--- src/rtl/camera_capture.sv ---
// Parallel camera receiver: oversamples pclk/vsync/href/data in the clk domain,
// pairs bytes into RGB565 pixels and tags them with x/y and a linear buffer address.
module camera_capture #(
    parameter int WIDTH  = 640,
    parameter int HEIGHT = 480,
    parameter int ADDR_W = 19
) (
    input  logic              clk,
    input  logic              rst,
    input  logic              capture_en,
    input  logic              cam_pclk,
    input  logic              cam_vsync,
    input  logic              cam_href,
    input  logic [7:0]        cam_data,
    output logic [15:0]       pix_data,
    output logic              pix_valid,
    output logic [9:0]        pix_x,
    output logic [8:0]        pix_y,
    output logic [ADDR_W-1:0] pix_addr,
    output logic              frame_start,
    output logic              frame_done,
    output logic              err_odd,
    output logic              err_ovf
);

    localparam logic [1:0] ST_SYNC   = 2'd0;
    localparam logic [1:0] ST_VBLANK = 2'd1;
    localparam logic [1:0] ST_SKIP   = 2'd2;
    localparam logic [1:0] ST_ACTIVE = 2'd3;

    localparam logic [10:0]       W_LIM  = 11'(WIDTH);
    localparam logic [9:0]        H_LIM  = 10'(HEIGHT);
    localparam logic [ADDR_W-1:0] W_STEP = ADDR_W'(WIDTH);

    logic              r_pclk_m, r_pclk_s, r_pclk_d;
    logic              r_vsync_m, r_vsync_s;
    logic              r_href_m, r_href_s, r_href_prev;
    logic [7:0]        r_data_m, r_data_s;
    logic [1:0]        r_state;
    logic              r_phase;
    logic [7:0]        r_hi;
    logic [10:0]       r_x;
    logic [9:0]        r_y;
    logic [ADDR_W-1:0] r_addr;
    logic [ADDR_W-1:0] r_base;
    logic              r_line_pix;
    logic              w_edge;

    assign w_edge = r_pclk_s & ~r_pclk_d;

    always_ff @(posedge clk) begin
        if (rst) begin
            r_pclk_m    <= 1'b0;
            r_pclk_s    <= 1'b0;
            r_pclk_d    <= 1'b0;
            r_vsync_m   <= 1'b0;
            r_vsync_s   <= 1'b0;
            r_href_m    <= 1'b0;
            r_href_s    <= 1'b0;
            r_href_prev <= 1'b0;
            r_data_m    <= '0;
            r_data_s    <= '0;
            r_state     <= ST_SYNC;
            r_phase     <= 1'b0;
            r_hi        <= '0;
            r_x         <= '0;
            r_y         <= '0;
            r_addr      <= '0;
            r_base      <= '0;
            r_line_pix  <= 1'b0;
            pix_data    <= '0;
            pix_valid   <= 1'b0;
            pix_x       <= '0;
            pix_y       <= '0;
            pix_addr    <= '0;
            frame_start <= 1'b0;
            frame_done  <= 1'b0;
            err_odd     <= 1'b0;
            err_ovf     <= 1'b0;
        end else begin
            r_pclk_m  <= cam_pclk;
            r_pclk_s  <= r_pclk_m;
            r_pclk_d  <= r_pclk_s;
            r_vsync_m <= cam_vsync;
            r_vsync_s <= r_vsync_m;
            r_href_m  <= cam_href;
            r_href_s  <= r_href_m;
            r_data_m  <= cam_data;
            r_data_s  <= r_data_m;

            pix_valid   <= 1'b0;
            frame_start <= 1'b0;
            frame_done  <= 1'b0;

            if (w_edge) begin
                r_href_prev <= r_href_s;
                case (r_state)
                    ST_SYNC: begin
                        if (r_vsync_s) r_state <= ST_VBLANK;
                    end
                    ST_VBLANK: begin
                        if (!r_vsync_s) begin
                            if (capture_en) begin
                                r_state     <= ST_ACTIVE;
                                frame_start <= 1'b1;
                                err_odd     <= 1'b0;
                                err_ovf     <= 1'b0;
                                r_x         <= '0;
                                r_y         <= '0;
                                r_addr      <= '0;
                                r_base      <= '0;
                                r_phase     <= 1'b0;
                                r_line_pix  <= 1'b0;
                            end else begin
                                r_state <= ST_SKIP;
                            end
                        end
                    end
                    ST_SKIP: begin
                        if (r_vsync_s) r_state <= ST_VBLANK;
                    end
                    ST_ACTIVE: begin
                        if (r_href_s) begin
                            if (!r_phase) begin
                                r_hi    <= r_data_s;
                                r_phase <= 1'b1;
                            end else begin
                                r_phase <= 1'b0;
                                if (r_x < W_LIM && r_y < H_LIM) begin
                                    pix_valid  <= 1'b1;
                                    pix_data   <= {r_hi, r_data_s};
                                    pix_x      <= r_x[9:0];
                                    pix_y      <= r_y[8:0];
                                    pix_addr   <= r_addr;
                                    r_x        <= r_x + 11'd1;
                                    r_addr     <= r_addr + 1'b1;
                                    r_line_pix <= 1'b1;
                                end else begin
                                    err_ovf <= 1'b1;
                                end
                            end
                        end else if (r_href_prev) begin
                            // Short lines leave a gap: the next line always starts at y*WIDTH.
                            if (r_phase) err_odd <= 1'b1;
                            r_phase    <= 1'b0;
                            r_x        <= '0;
                            r_line_pix <= 1'b0;
                            if (r_line_pix && r_y < H_LIM) begin
                                r_y    <= r_y + 10'd1;
                                r_base <= r_base + W_STEP;
                                r_addr <= r_base + W_STEP;
                            end else begin
                                r_addr <= r_base;
                            end
                        end
                        // Any byte on this tick is handled above before the frame closes.
                        if (r_vsync_s) begin
                            r_state    <= ST_VBLANK;
                            frame_done <= 1'b1;
                        end
                    end
                    default: r_state <= ST_SYNC;
                endcase
            end
        end
    end

endmodule

--- config.mk ---
export PLATFORM = sky130hd
export DESIGN_NAME = camera_capture
export DESIGN_NICKNAME = d
export VERILOG_FILES = /design/src/rtl/camera_capture.sv
export SDC_FILE = /design/constraint.sdc
export NUM_CORES = 1
export LEC_CHECK = 0
export ABC_AREA = 1
export CORE_MARGIN = 2
export CORE_UTILIZATION = 49
export CTS_CLUSTER_SIZE = 10
export DETAILED_ROUTE_END_ITERATION = 10
export GPL_TIMING_DRIVEN = 0
export PLACE_DENSITY = 0.73
export RECOVER_POWER = 50
export SLEW_MARGIN = 20
export SYNTH_ARGS = -nofsm -noshare
export SYNTH_HDL_FRONTEND = slang
export SYNTH_SLANG_ARGS = --single-unit
--- constraint.sdc ---
create_clock -name clk -period 2.15 [get_ports clk]
set_input_delay 0.43 -clock clk [delete_from_list [all_inputs] [get_ports clk]]
set_output_delay 0.43 -clock clk [all_outputs]
set_load 0.01 [all_outputs]
* Word-level counts from Yosys, hierarchy flattened
Cells that the tools add are included.
** Word-level totals
- Output and inout port bits :: 59
- Bits of input ports :: 14
- Flip-flop bits (word level) :: 154
- Word-level logic and storage cells :: 120
** Operators by class
- $lt $le $gt $ge :: 2
- Eq/ne operators :: 15
- Bitwise logic cells :: 7
- Multiplexer cells :: 48
- Reduce and logical (&&, ||, !) cells :: 17
- Add/sub/neg operators :: 4
** Operator list (number)
- $mux 19 :: 8
- $pmux 19 s2 :: 2
- $mux 11 :: 6
- $mux 10 :: 5
- $reduce_and 7->1 :: 4
- $pmux 11 s2 :: 1
- $pmux 10 s2 :: 1
- $add 19x1->19 const B :: 1
- $add 19x10->19 const B :: 1
- $mux 1 :: 18
- $ne 2x2->1 const B :: 8
- $add 11x1->11 const B :: 1
- $lt 11x10->1 const B :: 1
- $add 10x1->10 const B :: 1
- $lt 10x9->1 const B :: 1
- $reduce_and 5->1 :: 2
- $ne 3x3->1 const B :: 3
- $pmux 1 s2 :: 4
- $not 1->1 :: 6
- $reduce_and 6->1 :: 1
- $reduce_or 3->1 :: 2
- $reduce_or 5->1 :: 1
- $eq 2x2->1 const B :: 2
- $mux 2 :: 2
- other kinds (10) :: 11

* Depth between registers and ports, before layout
Gate-level depths: netlist (run 1).
- Word-level depth :: 6
- Gate-level depth with buffers :: 11
- Depth with buffers taken out :: 11

* Worst setup path before layout (run 1)
No wires, ideal clock.
- Path kind :: register to register
- Start point :: reg r_state[1]
- End point :: reg r_y[0]
- Cell stages (with the launch flop) :: 10
- Clock period less this slack :: 1.540 ns
- Path buffers :: 2
- Setup slack :: 0.610 ns
- Data required time :: 2.034 ns
- Arrival time :: 1.424 ns
- Setup time :: 0.116 ns
- Cell sequence :: dfxtp_1 > nand2_2 > buf_2 > a21oi_1 > inv_1 > nand3_2 > a21oi_1 > buf_2 > o21ai_0 > o211a_1
** On the way
- Longest elaborated chain between the ends :: 3
- Elaborated cells on any way between the ends :: 10
- Those cells by class :: eq/ne (7); mux (1); reduce/logical (2)
** Ends and longest elaborated chain
- start: declaration :: line 39 : logic [1:0] r_state;
- start signal: assignment :: line 63 : r_state <= ST_SYNC;
- start signal: assignment :: line 99 : if (r_vsync_s) r_state <= ST_VBLANK;
- start signal: assignment :: line 104 : r_state <= ST_ACTIVE;
- $eq 2x2->1 / $eq 2x1->1 (equally long branches) :: line 97 : case (r_state)
- $ne 2x2->1 (no line) / $reduce_bool 2->1 (equally long branches)
- $reduce_and 7->1 (no line)
- end signal: assignment :: line 149 : r_y <= r_y + 10'd1;
- end: declaration :: line 43 : logic [9:0] r_y;
Several ways; a longest one is shown, not always the timed one.
A chain may end at the register's enable or synchronous reset.

* Final worst setup path (run 1)
- Start point :: reg r_state[1]
- End point :: reg r_y[5]
The elaborated chain is that of the path after synthesis.

==> impl_metrics.yaml, run 1 <==
status:
  status: "finished, final reports clean"
cells_and_area:
  seqCellArea_um2: 2940
  num_antenna_cells: 0
  multi_input_area_um2: 2640
  drive_gt1_share_pct: 7.33
  nets: 946
  layout.cells.non_filler: 1109
  fillers: 1121
  syn2layout_area_growth_pct: 25.7
  final_area_um2: 7730
placed_design:
  hpwlAfterDp_mm: 11.2
  gp_congestion: 0.916
  dp_cells: 1077
  place_area_um2: 7070
  portBuffers: 71
grt:
  grt_overflow: 0
  grt_max_degree: 17
  grt_pass1_wl_mm: 25.4
  grt_usage_pct: 24.6
  antenna_found_initial: 0
  grt_pass1_vias: 5249
detailed_routing:
  drtPass1Iterations: 5
  dr_total_vias: 5665
  wire_per_inst_um: 14.2
  drt_iter0_drc: 400
  drt_wl_total_mm: 15.7
  vias_per_cell: 5.11
  ant_nets: 0
  drc_errors: 0
yosys:
  synth_edf_count: 0
  ys.flop_type: "dfxtp_1"
  synth_warnings: 0
  syn_inst: 838
  synth_nets: 856
  synth_area_leaders: "dfxtp_1, nor2_1, nand2_1, o21ai_0, a21oi_1"
  synth_seq_cells: 147
  syn-mean-instance-area_um2: 7.33
  synth_top_area_share_pct: 47.9
  yosysMostFrequentCell: "dfxtp_1"
  yosysSeqAreaShare_pct: 47.9
  synth.distinct_cells: 37
  synthArstFlopShare_pct: 0
  ys_top_cells_by_count: "dfxtp_1, nor2_1, nand2_1"
  yosys.area.top_type: "dfxtp_1"
  syn_area_um2: 6150
die:
  die_w_um: 116
  dieArea_um2: 13500
  io_pins: 73
  start_util_pct: 50.7
  coreArea_um2: 12100
  fp.dieH_um: 116
  num_rows: 40
timing:
  rsz0062_at_grt: "false"
  tightest_slew_ns: 0.796
  relSlewSlack_pct: 46.3
  finalSetupViolCount: 0
  skew_ns: 0.00748
  finalMaxSlewViolations: 0
  worst_hold_slack_ns: 0.402
  max_freq_mhz: 502
  fin_crit_sh_pct: 92.6
  timing.final.crit_period_ns: 1.99
  hold_viol_final: 0
cts:
  postCtsSetupBuffers: 0
  cts_tree: "done"
  clock_sinks: 147
  cts_inserted_buffers: 17
  path_clk_slew_ns: 0.06
  ctsRootBufferMaster: "clkbuf_16"
  h-tree-depth: 4
  insertion_delay_ns: 0.43
  clk_path_buf_depth: 2
worst_setup_path:
  critical-path-slowest-cell: "dfxtp_1"
  crit_type: "register to register"
  reg2reg_from: "r_state[1]"
  endpoint_kind: "register"
  path_cells: "nand2_2, buf_2, a21oi_1, inv_1, nand3_1, a21oi_1, buf_2, nand4_1, nand2_1, nor2_1"
  crit_fanout: 10
  slowest_delay_ns: 0.36
  worstSetupStartpoint: "r_state[1]"
  cp.arrival_ns: 2.31
  required_ns: 2.47
  critPathLaunchType: "register"
pwr:
  leakage_nw: 3.43
  ir_drop_v: 0.000770
  power_w: 0.00618
  powerDensity_nw_per_um2: 799
min_path:
  hold_class: "register to register"
  min_from: "r_pclk_m"
run:
  max_cap_viol_count: 0
==> cell type report <==
class	instances	area share, %
sequential	147	38.1
multi-input combinational	558	34.2
timing repair buffer	71	9.20
clock buffer	18	5.68
inverter	96	4.70
clock inverter	14	2.87
tap	168	2.72
buffer	37	2.56
==> state kept, by name (all words and copies together), names as in the netlist, 2 cells and up <==
register  count
pix_x        10
r_addr       19
pix_data     16
r_base       12
r_state       2
r_data_s      8
r_hi          8
pix_y         9
r_y          10
pix_addr     19
r_data_m      8
r_x          11
==> critical path, delay by kind of cell, from the launching register on <==
family                 cells  cell delay, ns
DFF                        1            0.36
buffers and inverters      3            0.58
AOI/OAI and AO/OA          2            0.32
and+or+nand+nor            5            0.62
==> report_power, final <==
group | switching [W] | total [W] | internal (W)
clock network | 0.00120 | 0.00330 | 0.00211
registers | 0.00000995 | 0.00276 | 0.00275
logic | 0.0000799 | 0.000121 | 0.0000409
==> stage by stage <==
step / utilization (%) / setup TNS [ns] / setup WS (ns)
finish: 63.8 / 0 / 0.159
detailed placement: 58.3 / -0.850 / -0.137
global placement: 58.3 / -1.11 / -0.139
CTS: 63.8 / 0 / 0.103
floorplan: - / 0 / 0.610
global route: 63.8 / 0 / 0.0183
==> placed cells by master, fill, tap and decap left out, types with 3 or more instances in the layout <==
cell,instances
dfxtp_1,147
nor2_1,144
nand2_1,139
inv_1,93
o21ai_0,83
a21oi_1,78
dlygate4sd3_1,59
nand3_1,45
clkbuf_16,17
clkbuf_1,16
buf_2,13
nand4_1,13
clkdlybuf4s50_1,12
xor2_1,9
nor3_1,9
o211ai_1,5
bufinv_16,5
buf_6,4
ha_1,4
inv_6,4
nor2_4,3
buf_4,3
a31oi_1,3
o21bai_1,3
==> what timing repair did <==
action,CTS,global route
endpoints found under the setup margin,0,6
gates resized for setup,0,1
hold buffers,0,0
==> final timing paths <==
path,end,cells after the start,slack [ns]
setup / recovery,r_y[5],10,0.16
hold / removal,r_pclk_s,2,0.40
setup reg to reg,r_y[5],10,0.16
hold reg to reg,r_pclk_s,2,0.40
==> kinds of logic (layout without fill, tap and decap cells) <==
group / after synthesis / count (layout) / share of synthesized area, %
AO/OA/AOI/OAI: 177 / 177 / 15.0
XOR/XNOR: 11 / 11 / 1.57
adder cells (fa/ha/maj): 4 / 4 / 0.814
buffers and inverters: 133 / 236 / 9.12
flip-flops: 147 / 147 / 47.9
AND/OR/NAND/NOR: 366 / 366 / 25.6
==> routing by layer <==
| metal | global-route usage (%) | wire length, um | vias to the layer above |
|---|---|---|---|
| met5 | 0 | 0 | - |
| met4 | 8.73 | 263 | 0 |
| met3 | 7.74 | 923 | 16 |
| met2 | 38.2 | 7110 | 148 |
| met1 | 32.4 | 7400 | 2616 |
| li1 | - | - | 2885 |
Note: power is estimated with default switching activity, not from simulation.
==> run 2: changes to the inputs <==
--- a/config.mk
+++ b/config.mk
@@ -10,6 +10,7 @@
 export CORE_UTILIZATION = 49
 export CTS_CLUSTER_SIZE = 10
 export DETAILED_ROUTE_END_ITERATION = 10
+export GPL_ROUTABILITY_DRIVEN = 0
 export GPL_TIMING_DRIVEN = 0
 export PLACE_DENSITY = 0.73
 export RECOVER_POWER = 50
==> impl_metrics.yaml, run 2 (synthesized netlist as in run 1, its figures left out) <==
worst_setup_path:
  reg2reg_slack_ns: 0.24
  critPathLaunchType: "register"
  worstRegToRegCells: 10
  crit_fanout: 10
  worstSetupStartpoint: "r_href_s"
  rr_endpoint: "r_addr[10]"
  reg2reg_from: "r_href_s"
  required_ns: 2.46
  endpoint_kind: "register"
  cp.arrival_ns: 2.22
  crit_type: "register to register"
  setup.worst_path.end: "r_addr[10]"
die:
  die_w_um: 116
  num_rows: 40
  fp.dieH_um: 116
  coreArea_um2: 12100
  dieArea_um2: 13500
  start_util_pct: 50.7
  io_pins: 73
min_path:
  hold_class: "register to register"
  min_from: "r_data_m[2]"
  hold_depth: 2
cells_and_area:
  layout_common_cells: "dfxtp_1, nor2_1, nand2_1"
  final_area_um2: 7670
  layout_commonest_cell: "dfxtp_1"
  largest_registers: "pix_addr (19), r_addr (19), pix_data (16)"
  fillers: 1125
  seqCellArea_um2: 2940
  multi_input_area_um2: 2650
  syn2layout_area_growth_pct: 24.9
  nets: 946
  post-route-util_pct: 63.4
  drive_gt1_share_pct: 7.23
  num_antenna_cells: 0
cts:
  postCtsSetupBuffers: 0
  h-tree-depth: 4
  cts_tree: "done"
  clock_sinks: 147
  cts_inserted_buffers: 17
  insertion_delay_ns: 0.42
  path_clk_slew_ns: 0.06
  clk_path_buf_depth: 2
  ctsRootBufferMaster: "clkbuf_16"
placed_design:
  portBuffers: 71
  hpwlAfterDp_mm: 11.2
  place_ws_ns: -0.119
  place_area_um2: 7070
timing:
  fin_ws_ns: 0.240
  worst_hold_slack_ns: 0.402
  rsz0062_at_grt: "false"
  skew_ns: 0.00709
  hold_viol_final: 0
  finalSetupViolCount: 0
  finalMaxSlewViolations: 0
  fin_crit_sh_pct: 88.8
  tightest_slew_ns: 0.776
  timing.final.crit_period_ns: 1.91
  max_freq_mhz: 524
  relSlewSlack_pct: 47.7
grt:
  grt_overflow: 0
  antenna_found_initial: 0
  grt_pass1_vias: 5269
  grt_max_degree: 17
  grt_pass1_wl_mm: 26.0
  grt_usage_pct: 25.1
detailed_routing:
  drtPass1Iterations: 5
  wire_per_inst_um: 14.3
  drt_wl_total_mm: 15.8
  drc_errors: 0
  dr_total_vias: 5689
  ant_nets: 0
  vias_per_cell: 5.13
  drt_iter0_drc: 372
status:
  status: "finished, final reports clean"
pwr:
  leakage_nw: 3.39
  powerDensity_nw_per_um2: 770
  ir_drop_v: 0.000606
run:
  max_cap_viol_count: 0
-- run 2: worst min-delay path by stage --
| stage | endpoint | slack, ns |
|---|---|---|
| floorplan | r_data_s[0] | 0.39 |
| global placement | r_pclk_s | 0.39 |
| detailed placement | r_data_s[5] | 0.39 |
| CTS | r_data_s[5] | 0.40 |
| global route | r_href_s | 0.42 |
| finish | r_data_s[2] | 0.40 |
-- run 2: routing by layer --
| layer | share of wire, % | vias to the layer above | track usage [%] | wire, um |
|---|---|---|---|---|
| met1 | 45 | 2586 | 33.0 | 7110 |
| met2 | 46 | 189 | 39.5 | 7280 |
| li1 | - | 2892 | - | - |
| met3 | 7.4 | 22 | 7.79 | 1160 |
| met5 | 0 | - | 0 | 0 |
| met4 | 1.7 | 0 | 8.57 | 266 |
-- run 2: timing repair --
item | 4_1_cts | 5_1_grt
hold buffers | 0 | 0
resized for setup | 0 | 1
setup endpoints to repair | 0 | 6
-- run 2: layout make-up --
class / instances / area share (%)
sequential: 147 / 38.3
multi-input combinational: 558 / 34.5
timing repair buffer: 71 / 9.26
clock buffer: 17 / 5.54
inverter: 96 / 4.73
tap: 168 / 2.74
buffer: 37 / 2.56
clock inverter: 14 / 2.33
-- run 2: worst max-delay path, stage by stage (launching register included) --
cell and delay (ns):
dfxtp_1 0.48, inv_2 0.16, nor2_8 0.22, inv_4 0.09, nor2_4 0.12, nor2_4 0.06
nand2_4 0.10, inv_1 0.11, buf_2 0.21, o21ai_0 0.17, a21oi_1 0.05
-- run 2: metrics by stage --
stage	power, W	std cells	setup TNS [ns]
floorplan	0.00288	838	0
global placement	0.00293	1077	-1.05
detailed placement	0.00294	1077	-1.16
CTS	0.00595	1108	0
global route	0.00608	1108	0
finish	0.00591	1108	0
-- run 2: power breakdown --
group | switching, W | internal [W] | total, W
Clock | 0.00120 | 0.00183 | 0.00303
Combinational | 0.0000796 | 0.0000409 | 0.000121
Sequential | 0.00000954 | 0.00275 | 0.00275
Total | 0.00129 | 0.00462 | 0.00591
